## src/rtl/clock_resets_domain_sequencer_if.sv

```systemverilog
// clock_resets_domain_sequencer_if: lock/request inputs and reset bundle outputs of one domain sequencer
interface clock_resets_domain_sequencer_if;
  logic       i_locked;
  logic       i_sw_reset_req;
  logic       o_interconnect_resetn;
  logic       o_peripheral_resetn;
  logic       o_peripheral_reset;
  logic [1:0] o_state;
  modport master (
    output i_locked, i_sw_reset_req,
    input  o_interconnect_resetn, o_peripheral_resetn, o_peripheral_reset, o_state
  );
  modport slave (
    input  i_locked, i_sw_reset_req,
    output o_interconnect_resetn, o_peripheral_resetn, o_peripheral_reset, o_state
  );
endinterface

```

## src/rtl/clock_resets_domain_sequencer.sv

```systemverilog
// clock_resets_domain_sequencer: lock-synchronised, hold-timed interconnect-then-peripheral reset release for one domain
module clock_resets_domain_sequencer #(
  parameter int SYNC_STAGES         = 3,
  parameter int HOLD_CYCLES         = 16,
  parameter int IC_TO_PERIPH_CYCLES = 8
) (
  input logic i_clk,
  input logic i_reset,
  clock_resets_domain_sequencer_if.slave bus
);
  localparam int MAXC = HOLD_CYCLES > IC_TO_PERIPH_CYCLES ? HOLD_CYCLES : IC_TO_PERIPH_CYCLES;
  localparam int CW = $clog2(MAXC + 1);
  typedef enum logic [1:0] {HOLD = 2'd0, REL_IC = 2'd1, RUN = 2'd2} state_t;
  state_t                 state_q;
  logic [CW-1:0]          cnt_q;
  logic [SYNC_STAGES-1:0] sync_q;
  logic                   ic_rstn_q, per_rstn_q, per_rst_q;
  logic                   abort;
  // lock loss and software request share one path: they clear HOLD and abort REL_IC/RUN
  assign abort = !sync_q[SYNC_STAGES-1] || bus.i_sw_reset_req;
  always_ff @(posedge i_clk or posedge i_reset) begin
    if (i_reset) begin
      sync_q     <= '0;
      state_q    <= HOLD;
      cnt_q      <= '0;
      ic_rstn_q  <= 1'b0;
      per_rstn_q <= 1'b0;
      per_rst_q  <= 1'b1;
    end else begin
      sync_q <= {sync_q[SYNC_STAGES-2:0], bus.i_locked};
      if (abort) begin
        state_q    <= HOLD;
        cnt_q      <= '0;
        ic_rstn_q  <= 1'b0;
        per_rstn_q <= 1'b0;
        per_rst_q  <= 1'b1;
      end else begin
        case (state_q)
          HOLD:
            if (cnt_q == CW'(HOLD_CYCLES - 1)) begin
              state_q   <= REL_IC;
              cnt_q     <= '0;
              ic_rstn_q <= 1'b1;
            end else cnt_q <= cnt_q + 1'b1;
          REL_IC:
            if (cnt_q == CW'(IC_TO_PERIPH_CYCLES - 1)) begin
              state_q    <= RUN;
              cnt_q      <= '0;
              per_rstn_q <= 1'b1;
              per_rst_q  <= 1'b0;
            end else cnt_q <= cnt_q + 1'b1;
          default: cnt_q <= '0;
        endcase
      end
    end
  end
  assign bus.o_interconnect_resetn = ic_rstn_q;
  assign bus.o_peripheral_resetn   = per_rstn_q;
  assign bus.o_peripheral_reset    = per_rst_q;
  assign bus.o_state               = state_q;
endmodule

```

## src/flat_wrapper.sv

```systemverilog
// flat-port wrapper written by rule: the top's interface ports become plain ports
module clock_resets_domain_sequencer_flat 
#(
  parameter int SYNC_STAGES         = 3,
  parameter int HOLD_CYCLES         = 16,
  parameter int IC_TO_PERIPH_CYCLES = 8
)
  (i_clk, i_reset, bus_i_locked, bus_i_sw_reset_req, bus_o_interconnect_resetn, bus_o_peripheral_resetn, bus_o_peripheral_reset, bus_o_state);
  clock_resets_domain_sequencer_if bus_i ();
  input logic i_clk;
  input logic i_reset;
  input wire logic [$bits(bus_i.i_locked)-1:0] bus_i_locked;
  input wire logic [$bits(bus_i.i_sw_reset_req)-1:0] bus_i_sw_reset_req;
  output wire logic [$bits(bus_i.o_interconnect_resetn)-1:0] bus_o_interconnect_resetn;
  output wire logic [$bits(bus_i.o_peripheral_resetn)-1:0] bus_o_peripheral_resetn;
  output wire logic [$bits(bus_i.o_peripheral_reset)-1:0] bus_o_peripheral_reset;
  output wire logic [$bits(bus_i.o_state)-1:0] bus_o_state;
  assign bus_i.i_locked = bus_i_locked;
  assign bus_i.i_sw_reset_req = bus_i_sw_reset_req;
  assign bus_o_interconnect_resetn = bus_i.o_interconnect_resetn;
  assign bus_o_peripheral_resetn = bus_i.o_peripheral_resetn;
  assign bus_o_peripheral_reset = bus_i.o_peripheral_reset;
  assign bus_o_state = bus_i.o_state;
  clock_resets_domain_sequencer #(.SYNC_STAGES(SYNC_STAGES), .HOLD_CYCLES(HOLD_CYCLES), .IC_TO_PERIPH_CYCLES(IC_TO_PERIPH_CYCLES)) u_core (.i_clk(i_clk), .i_reset(i_reset), .bus(bus_i));
endmodule
```

## config.mk

```make
export PLATFORM = sky130hd
export DESIGN_NAME = clock_resets_domain_sequencer_flat
export DESIGN_NICKNAME = d
export VERILOG_FILES = /design/src/rtl/clock_resets_domain_sequencer_if.sv /design/src/rtl/clock_resets_domain_sequencer.sv /design/src/flat_wrapper.sv
export SDC_FILE = /design/constraint.sdc
export NUM_CORES = 1
export LEC_CHECK = 0
export CAP_MARGIN = 20
export CORE_AREA = 2 2 39 41
export CTS_BUF_LIST = sky130_fd_sc_hd__clkbuf_8
export CTS_CLUSTER_DIAMETER = 40
export DETAILED_ROUTE_END_ITERATION = 10
export DIE_AREA = 0 0 41 43
export GPL_ROUTABILITY_DRIVEN = 1
export PLACE_DENSITY = 0.64
export SLEW_MARGIN = 10
export SYNTH_ARGS = -nofsm -noshare
export SYNTH_HDL_FRONTEND = slang
export SYNTH_SLANG_ARGS = --single-unit
```

## constraint.sdc

```tcl
create_clock -name i_clk -period 4.5 [get_ports i_clk]
set_input_delay 0.9 -clock i_clk [delete_from_list [all_inputs] [get_ports i_clk]]
set_output_delay 0.9 -clock i_clk [all_outputs]
set_load 0.02 [all_outputs]
```

# Yosys cells after proc, flatten, opt, wreduce, memory -nomap -nowiden

Cells that the tools add are included.

Register bits: 13
Output and inout bits: 5

Add/sub/neg operators: 1
Equality and inequality tests: 5
Muxes and demuxes: 17
Reductions and logical operators: 11

Operators with widths:

| kind                  | count |
|---|---|
| $mux W5               | 3 |
| $pmux W5 S2           | 1 |
| $mux W1               | 9 |
| $reduce_bool A2 Y1    | 4 |
| $mux W2               | 3 |
| $ne A3 B1 Y1 const B  | 2 |
| $add A5 B1 Y5 const B | 1 |
| $eq A5 B3 Y1 const B  | 1 |
| $eq A5 B4 Y1 const B  | 1 |
| $pmux W2 S2           | 1 |
| $reduce_and A2 Y1     | 2 |
| $reduce_and A3 Y1     | 1 |
| $reduce_bool A3 Y1    | 1 |
| $eq A2 B1 Y1 const B  | 1 |
| $logic_not A2 Y1      | 1 |
| $logic_not A1 Y1      | 1 |
| $logic_or A1 B1 Y1    | 1 |

# Depth between registers and ports, before layout

Gate-level depths: netlist of run 1.

Word-level depth: 4
Mapped depth: 7
Mapped depth without buffers: 7

# Least setup slack after synthesis of run 1

Ideal clock, no wire load.

Path type: input-to-reg
Start: in bus_i_sw_reset_req
End: reg u_core.cnt_q[3]
Library setup time: 0.072 ns
Data arrival time: 1.658 ns
Required time: 4.428 ns
Setup slack: 2.771 ns
Stages on the path: 4
Path buffers: 1
Path through: nand2b_1 > clkbuf_1 > a2111o_1 > nor2_1

Longest elaborated chain between the ends: 2

RTL lines:

| element                | RTL line                            | source |
|---|---|---|
| start: declaration     | flat_wrapper.sv:13                  | `input wire logic [$bits(bus_i.i_sw_reset_req)-1:0] bus_i_sw_reset_req;` |
| $logic_or A1 B1 Y1     | clock_resets_domain_sequencer.sv:20 | `assign abort = !sync_q[SYNC_STAGES-1] \|\| bus.i_sw_reset_req;` |
| $mux W5                | clock_resets_domain_sequencer.sv:31 | `if (abort) begin` |
| end signal: assignment | clock_resets_domain_sequencer.sv:44 | `end else cnt_q <= cnt_q + 1'b1;` |
| end signal: assignment | clock_resets_domain_sequencer.sv:51 | `end else cnt_q <= cnt_q + 1'b1;` |
| end: declaration       | clock_resets_domain_sequencer.sv:15 | `logic [CW-1:0] cnt_q;` |

No other way between the ends.
A chain may end at the register's enable or synchronous reset.

# Worst setup path in the final report of run 1

Start: reg u_core.per_rst_q, in the netlist u_core.bus.o_peripheral_reset
End: out bus_o_peripheral_reset

RTL lines:

| element                  | RTL line                            | source |
|---|---|---|
| start: declaration       | clock_resets_domain_sequencer.sv:17 | `logic ic_rstn_q, per_rstn_q, per_rst_q;` |
| start signal: assignment | clock_resets_domain_sequencer.sv:28 | `per_rst_q <= 1'b1;` |
| start signal: assignment | clock_resets_domain_sequencer.sv:36 | `per_rst_q <= 1'b1;` |
| start signal: assignment | clock_resets_domain_sequencer.sv:50 | `per_rst_q <= 1'b0;` |
| end: declaration         | flat_wrapper.sv:16                  | `output wire logic [$bits(bus_i.o_peripheral_reset)-1:0] bus_o_peripheral_reset;` |

No word-level cell between the ends.

==> results.md, run 1 <==
* Core ar. at 1380 sq um
* Worst slew margin at 69.2%
* Setup tns final at 0 ns
* Final setup fails at 0
* Area Overhead vs Synth at 25.7%
* Mapped Area at 551 sq um
* Antenna violations before repair at 0
* First-pass GRT wire length at 1330 microns
* Number of flops mapped to enable cells by yosys at 0
* Post-CTS Hold Fix Bufs at 0
* Routed length per instance at 11.0 microns
* Die height at 43 microns
* Maxcap violations at 0
* Clk_skew at 0.00119 ns
* Achievable Freq at 445 MHz
* Final Net Count at 66
* Status: finished clean
* Synth Flop Type: dfrtp_1
* N_diodes at 0
* Routability cong. at 0.779
* Critical path class: reg -> out
* Critical path fanouts, max at 2
* # resized after CTS at 0
* Leak at 0.000303 uW
* Largest net degree at the start of global routing at 14
* Syn_area_per_cell at 11.7 sq um
* Aggregate global-route resource usage at 11.5%
* Post-layout min period at 2.25 ns
* Detailed placement HPWL at 611 microns
* DRT antenna net count at 0
* Buffers plus inverters on the worst setup path at 1
* HP Class: reg -> reg
* CP Capture Type: output pin
* FP Rows at 14
* Ports at 9
* Clock-pin transition on the worst setup and hold timing paths at 0.05 ns
* Clock Latency Late Sink at 0.23 ns
* Clock sink count at 13
* Syn Inst Count at 47
* Unrepaired setup endpoints after global routing: false
* CP delay by family, top: buffers and inverters
* Total setup buffers inserted after CTS at 0
* Critical path data arrival time at 1.35 ns
* WHS at 0.348 ns
* Post-synth top cells: 12 x dfrtp_1, 6 x inv_1, 5 x nor2_1
* Htree depth at 1
* Share of cells above drive strength 1 at 10.3%
* Finished Cell Area at 692 sq um
* Vias in the first global route at 327
* Root Buffer: clkbuf_8
* Power density cells at 328 nW/um^2
* Fillcell total at 126
* Die ar. at 1760 sq um
* Slew @ Worst Pin at 0.462 ns
* Crit path max-delay cell type: clkdlybuf4s50_1
* Critical path, cell by cell: clkdlybuf4s50_1
* Final hold vios at 0
* Worst IR Drop VDD at 0.000226 V
* Placed Instance Area at 647 sq um
* CP Launch Type: flop
* Post-Syn Nets at 54
* Register area share after synthesis at 59.3%
* Flops & latches, synth at 13
* Synth top area share at 54.5%
* DRC Markers at 0
* Final worst-path cycle share at 50.0%
* Vias/cell at 4.55
* Inserted Clock Buffers at 3
* Longest Clk Path Bufs at 2
* CTS tree: built
* Vias at 337
* 1st-pass router iterations at 2
* Yosys warnings at 0
* Crit path largest cell delay at 0.59 ns
* Initial Util at 39.8%
* Buffers on Ports at 8
* Global route overflow at 0
* Largest area contributor in the netlist: dfrtp_1
* Synth area leaders: dfrtp_1 55%, ha_1 6.8%, dfstp_2 4.8%, inv_1 4.1%, a21oi_1 3.6%
* Total power at 227 uW
* Yosys cell types at 19
* Iter 0 DRT Violations at 3
* Cell with the most instances after synthesis: dfrtp_1
* Async set-or-reset flop fraction in the synthesized netlist at 100%
* Max Slew Vio Count at 0
* Die W at 41 microns
* WL final at 815 microns
* WP data required at 3.60 ns
==> layer usage <==
layer	vias to the layer above	share of wire (%)	track usage, %
li1	178	-	-
met1	152	54	15.6
met2	5	42	15.3
met3	2	2.3	4.71
met4	0	0.86	6.00
met5	-	0	0
==> cell type report <==
type,count,area (sq um),share of cell area [%]
flip-flops and latches,13,327,47.2
multi-input cells,27,198,28.6
repair buffers,8,80.1,11.6
clock buffers,3,41.3,5.97
inverters,6,22.5,3.25
well taps,16,20.0,2.89
clock inverters,1,3.75,0.542
==> where the power goes <==
part	switching, uW	internal, uW	leakage, uW
sequential	0.929	119	0.000170
combinational	4.41	3.51	0.000106
clock	38.9	60.0	0.0000269
total	44.3	183	0.000303
==> sequential cells by signal, indices dropped and copies added (netlist names) <==
register,cells
u_core.bus.o_interconnect_resetn,1
u_core.bus.o_peripheral_resetn,1
u_core.bus.o_peripheral_reset,1
u_core.bus.o_state,2
u_core.sync_q,3
u_core.cnt_q,5
==> kinds of logic after synthesis <==
| family | Yosys count | share of synthesized area, % |
|---|---|---|
| simple gates | 15 | 16.6 |
| flops | 13 | 59.3 |
| compound gates | 7 | 9.32 |
| buf+inv | 7 | 4.77 |
| fa+ha+maj | 3 | 6.82 |
| xor+xnor | 2 | 3.18 |
==> path summary, 6_finish.rpt <==
kind | startpoint | endpoint | slack [ns] | cells after the start
max in group asynchronous | i_reset | u_core.bus.o_peripheral_reset$_DFFE_PP1P_ | 3.18 | 2
setup reg to reg | u_core.cnt_q[0]$_DFF_PP0_ | u_core.cnt_q[3]$_DFF_PP0_ | 2.74 | 7
min in group asynchronous | i_reset | u_core.cnt_q[3]$_DFF_PP0_ | 0.98 | 2
hold / removal | u_core.sync_q[1]$_DFF_PP0_ | u_core.sync_q[2]$_DFF_PP0_ | 0.35 | 0
setup / recovery | u_core.bus.o_peripheral_reset$_DFFE_PP1P_ | bus_o_peripheral_reset | 2.25 | 1
hold reg to reg | u_core.sync_q[1]$_DFF_PP0_ | u_core.sync_q[2]$_DFF_PP0_ | 0.35 | 0
==> worst reg2reg max path: stages (launching register included) <==
cell and delay [ns]:
dfrtp_1 0.40, ha_1 0.24, nand3_1 0.11, inv_1 0.05, ha_1 0.19, nor2b_1 0.16, a2111o_1 0.43, nor2_1 0.12
==> stage by stage <==
stage	std cells	worst slack, ns	utilization, %
global placement	70	2.32	46.7
detailed placement	70	2.31	46.7
CTS	74	2.24	50.0
global route	74	2.22	50.0
finish	74	2.25	50.0
floorplan	47	2.77	-
==> cells in the final DEF, fill, tap and decap left out <==
| master | instances |
|---|---|
| a2111o_1 | 1 |
| nor2_1 | 5 |
| nor2b_1 | 1 |
| a211oi_2 | 1 |
| xor2_1 | 1 |
| clkdlybuf4s50_1 | 8 |
| a21o_1 | 1 |
| and4bb_4 | 1 |
| a21oi_1 | 4 |
| clkbuf_8 | 3 |
| xnor2_1 | 1 |
| ha_1 | 3 |
| nor3b_1 | 1 |
| dfrtp_1 | 12 |
| inv_1 | 7 |
| nor4_1 | 1 |
| or3b_1 | 1 |
| nand3_1 | 3 |
| nand2b_1 | 2 |
| dfstp_2 | 1 |
No activity file was read; power rests on OpenSTA's default activity.
==> run 2: changes to the inputs <==
Settings changed: PLACE_DENSITY 0.64 to 0.67.
Clock period 4.5 ns to 1.9 ns, I/O delays scaled along.
==> run 2 against run 1 <==
Register-to-register slack worse by 2.6 ns. Total power rose by 140%. Cell count rose by 1.4%. Core utilization rose by 0.54 points. First-iteration DRC count increased to 3.7 times the previous value. Global-route usage grew 1.8 points. Wire length is 10% higher. Setup slack lost 2.1 ns. Critical path type unchanged. Critical endpoint unchanged.
==> results.md, run 2 (synthesized netlist as in run 1, its figures left out) <==
* CTS tree: built (unchanged)
* Final Net Count at 67 (was 66)
* CP Launch Type: flop (unchanged)
* DRC Markers at 0 (unchanged)
* Max Slew Vio Count at 0 (unchanged)
* Critical path class: reg -> out (unchanged)
* Iter 0 DRT Violations at 11 (was 3)
* Sw frac at 20.1% (was 19.5%)
* Crit path largest cell delay at 0.60 ns (was 0.59 ns)
* Comb pwr share at 3.8% (was 3.5%)
* Vias in the first global route at 374 (was 327)
* Vias at 365 (was 337)
* Total setup buffers inserted after CTS at 0 (unchanged)
* Clock Latency Late Sink at 0.24 ns (was 0.23 ns)
* Final worst-path cycle share at 91.7%
* Buffers on Ports at 8 (unchanged)
* Max reg flops at 5 (unchanged)
* Inserted Clock Buffers at 3 (unchanged)
* Detailed placement HPWL at 661 microns (was 611 microns)
* Routed length per instance at 12.0 microns (was 11.0 microns)
* Worst IR Drop VDD at 0.000429 V (was 0.000226 V)
* Clk_skew at 0.00312 ns (was 0.00119 ns)
* 1st-pass router iterations at 4 (was 2)
* Most flop-heavy register: u_core.cnt_q (unchanged)
* Power share of the clock group at 43.8% (was 43.6%)
* Ports at 9 (unchanged)
* Post-CTS Hold Fix Bufs at 0 (unchanged)
* # resized after CTS at 0 (unchanged)
* Achievable Freq at 574 MHz
* Longest Clk Path Bufs at 2 (unchanged)
* Initial Util at 39.8% (unchanged)
* Leak at 0.000307 uW (was 0.000303 uW)
* Clock sink count at 13 (unchanged)
* Buffers plus inverters on the worst setup path at 1 (unchanged)
* Area Overhead vs Synth at 27.0% (was 25.7%)
* Global route overflow at 0 (unchanged)
* Worst Slack Setup Final at 0.159 ns (was 2.25 ns)
* Critical path data arrival time at 1.36 ns (was 1.35 ns)
* Unrepaired setup endpoints after global routing: false (unchanged)
* Slew @ Worst Pin at 0.474 ns (was 0.462 ns)
* Aggregate global-route resource usage at 13.3% (was 11.5%)
* Die ar. at 1760 sq um (unchanged)
* Die W at 41 microns (unchanged)
* NetSw at 110 uW (was 44.3 uW)
* Most frequent cells in the layout: 12 x dfrtp_1, 8 x clkdlybuf4s50_1, 7 x inv_1, 5 x nor2_1, 4 x a21oi_1 (unchanged)
* Root Buffer: clkbuf_8 (unchanged)
* Share of cells above drive strength 1 at 11.9% (was 10.3%)
* Die height at 43 microns (unchanged)
* HP Class: reg -> reg (unchanged)
* CP delay by family, top: buffers and inverters (unchanged)
* Footprint of the multi-input gates at 198 sq um (unchanged)
* Final setup fails at 0 (unchanged)
* First-pass GRT wire length at 1510 microns (was 1330 microns)
* Total power at 544 uW (was 227 uW)
* FP Rows at 14 (unchanged)
* Antenna violations before repair at 0 (unchanged)
* Int Pwr at 435 uW (was 183 uW)
* Final hold vios at 0 (unchanged)
* Power density cells at 778 nW/um^2 (was 328 nW/um^2)
* DRT antenna net count at 0 (unchanged)
* N_diodes at 0 (unchanged)
* Core ar. at 1380 sq um (unchanged)
* Post-layout min period at 1.74 ns
* Post-place setup slack at 0.133 ns (was 2.31 ns)
* Htree depth at 1 (unchanged)
* Maxcap violations at 0 (unchanged)
* CP Capture Type: output pin (unchanged)
* WL final at 899 microns (was 815 microns)
* Routability cong. at 0.673 (was 0.779)
* Worst slew margin at 68.4% (was 69.2%)
* WP data required at 1.52 ns (was 3.60 ns)
* Fillcell total at 124 (was 126)
* Clock-pin transition on the worst setup and hold timing paths at 0.05 ns (about the same)
* Status: finished clean (unchanged)
* Flop pwr share at 52.4% (was 52.9%)
* Commonest non-fill, non-tap cell in the layout: dfrtp_1 (unchanged)
* Largest net degree at the start of global routing at 14 (unchanged)
* Setup tns final at 0 ns (unchanged)
* Reg area at 327 sq um (unchanged)
* Vias/cell at 4.87 (was 4.55)
* Critical path, cell by cell: clkdlybuf4s50_1 (unchanged)
* Critical path fanouts, max at 2 (unchanged)
* Crit path max-delay cell type: clkdlybuf4s50_1 (unchanged)
==> run 2: changes by cell type in the layout (fill, tap and decap cells not counted) <==
| cell | delta |
|---|---|
| buf_4 | +1 |
==> run 2: power groups by stage <==
stage          sequential (uW)  combinational [uW]  clock (uW)
4_1_cts                    285                21.6         241
5_1_grt                    285                24.3         256
2_1_floorplan              289                11.3           0
3_5_place_dp               290                21.6           0
6_report                   285                20.9         238
3_3_place_gp               289                21.3           0
==> run 2: worst paths after layout <==
kind                                                                 from  slack, ns                                        end  depth (start not counted)
min in group asynchronous                                         i_reset       0.45                  u_core.cnt_q[2]$_DFF_PP0_                          2
worst min-delay path                           u_core.sync_q[0]$_DFF_PP0_       0.36                 u_core.sync_q[1]$_DFF_PP0_                          0
worst max-delay path            u_core.bus.o_peripheral_reset$_DFFE_PP1P_       0.16                     bus_o_peripheral_reset                          1
max in group asynchronous                                         i_reset       1.10  u_core.bus.o_peripheral_reset$_DFFE_PP1P_                          2
worst max register to register                  u_core.cnt_q[0]$_DFF_PP0_       0.17                  u_core.cnt_q[3]$_DFF_PP0_                          7
worst min register to register                 u_core.sync_q[0]$_DFF_PP0_       0.36                 u_core.sync_q[1]$_DFF_PP0_                          0
==> run 2: layout make-up <==
| cell class | instances | share of cell area, % |
|---|---|---|
| multi-input combinational | 27 | 28.3 |
| sequential | 13 | 46.7 |
| timing repair buffer | 9 | 12.5 |
| tap | 16 | 2.86 |
| inverter | 6 | 3.22 |
| clock inverter | 1 | 0.537 |
| clock buffer | 3 | 5.90 |
==> run 2: through the flow <==
step | util [%] | area (sq um) | hold slack [ns] | instances
after floorplan | - | 551 | 0.256 | 47
after global routing | 50.5 | 699 | 0.376 | 75
after global placement | 47.3 | 654 | 0.335 | 71
final | 50.5 | 699 | 0.357 | 75
after detailed placement | 47.3 | 654 | 0.345 | 71
after CTS | 50.5 | 699 | 0.357 | 75
==> run 2: per-layer routing <==
layer  share of wire (%)  track usage (%)
met5                   0                0
met4                 2.1             12.0
met3                 1.3             1.57
met2                  52             18.1
met1                  44             17.5
==> run 3: changes to the inputs <==
--- a/constraint.sdc
+++ b/constraint.sdc
@@ -3,2 +3,2 @@
 set_output_delay 0.38 -clock i_clk [all_outputs]
-set_load 0.02 [all_outputs]
+set_load 0.01 [all_outputs]
==> results of run 3 <==
Same layout as run 2 (identical final DEF). Status: finished clean.
Among the figures that moved: setup slack after layout 0.159 ns -> 0.168 ns; start point of the critical path u_core.bus.o_peripheral_reset$_DFFE_PP1P_ -> u_core.cnt_q[0]$_DFF_PP0_; end point of the critical path bus_o_peripheral_reset -> u_core.cnt_q[3]$_DFF_PP0_
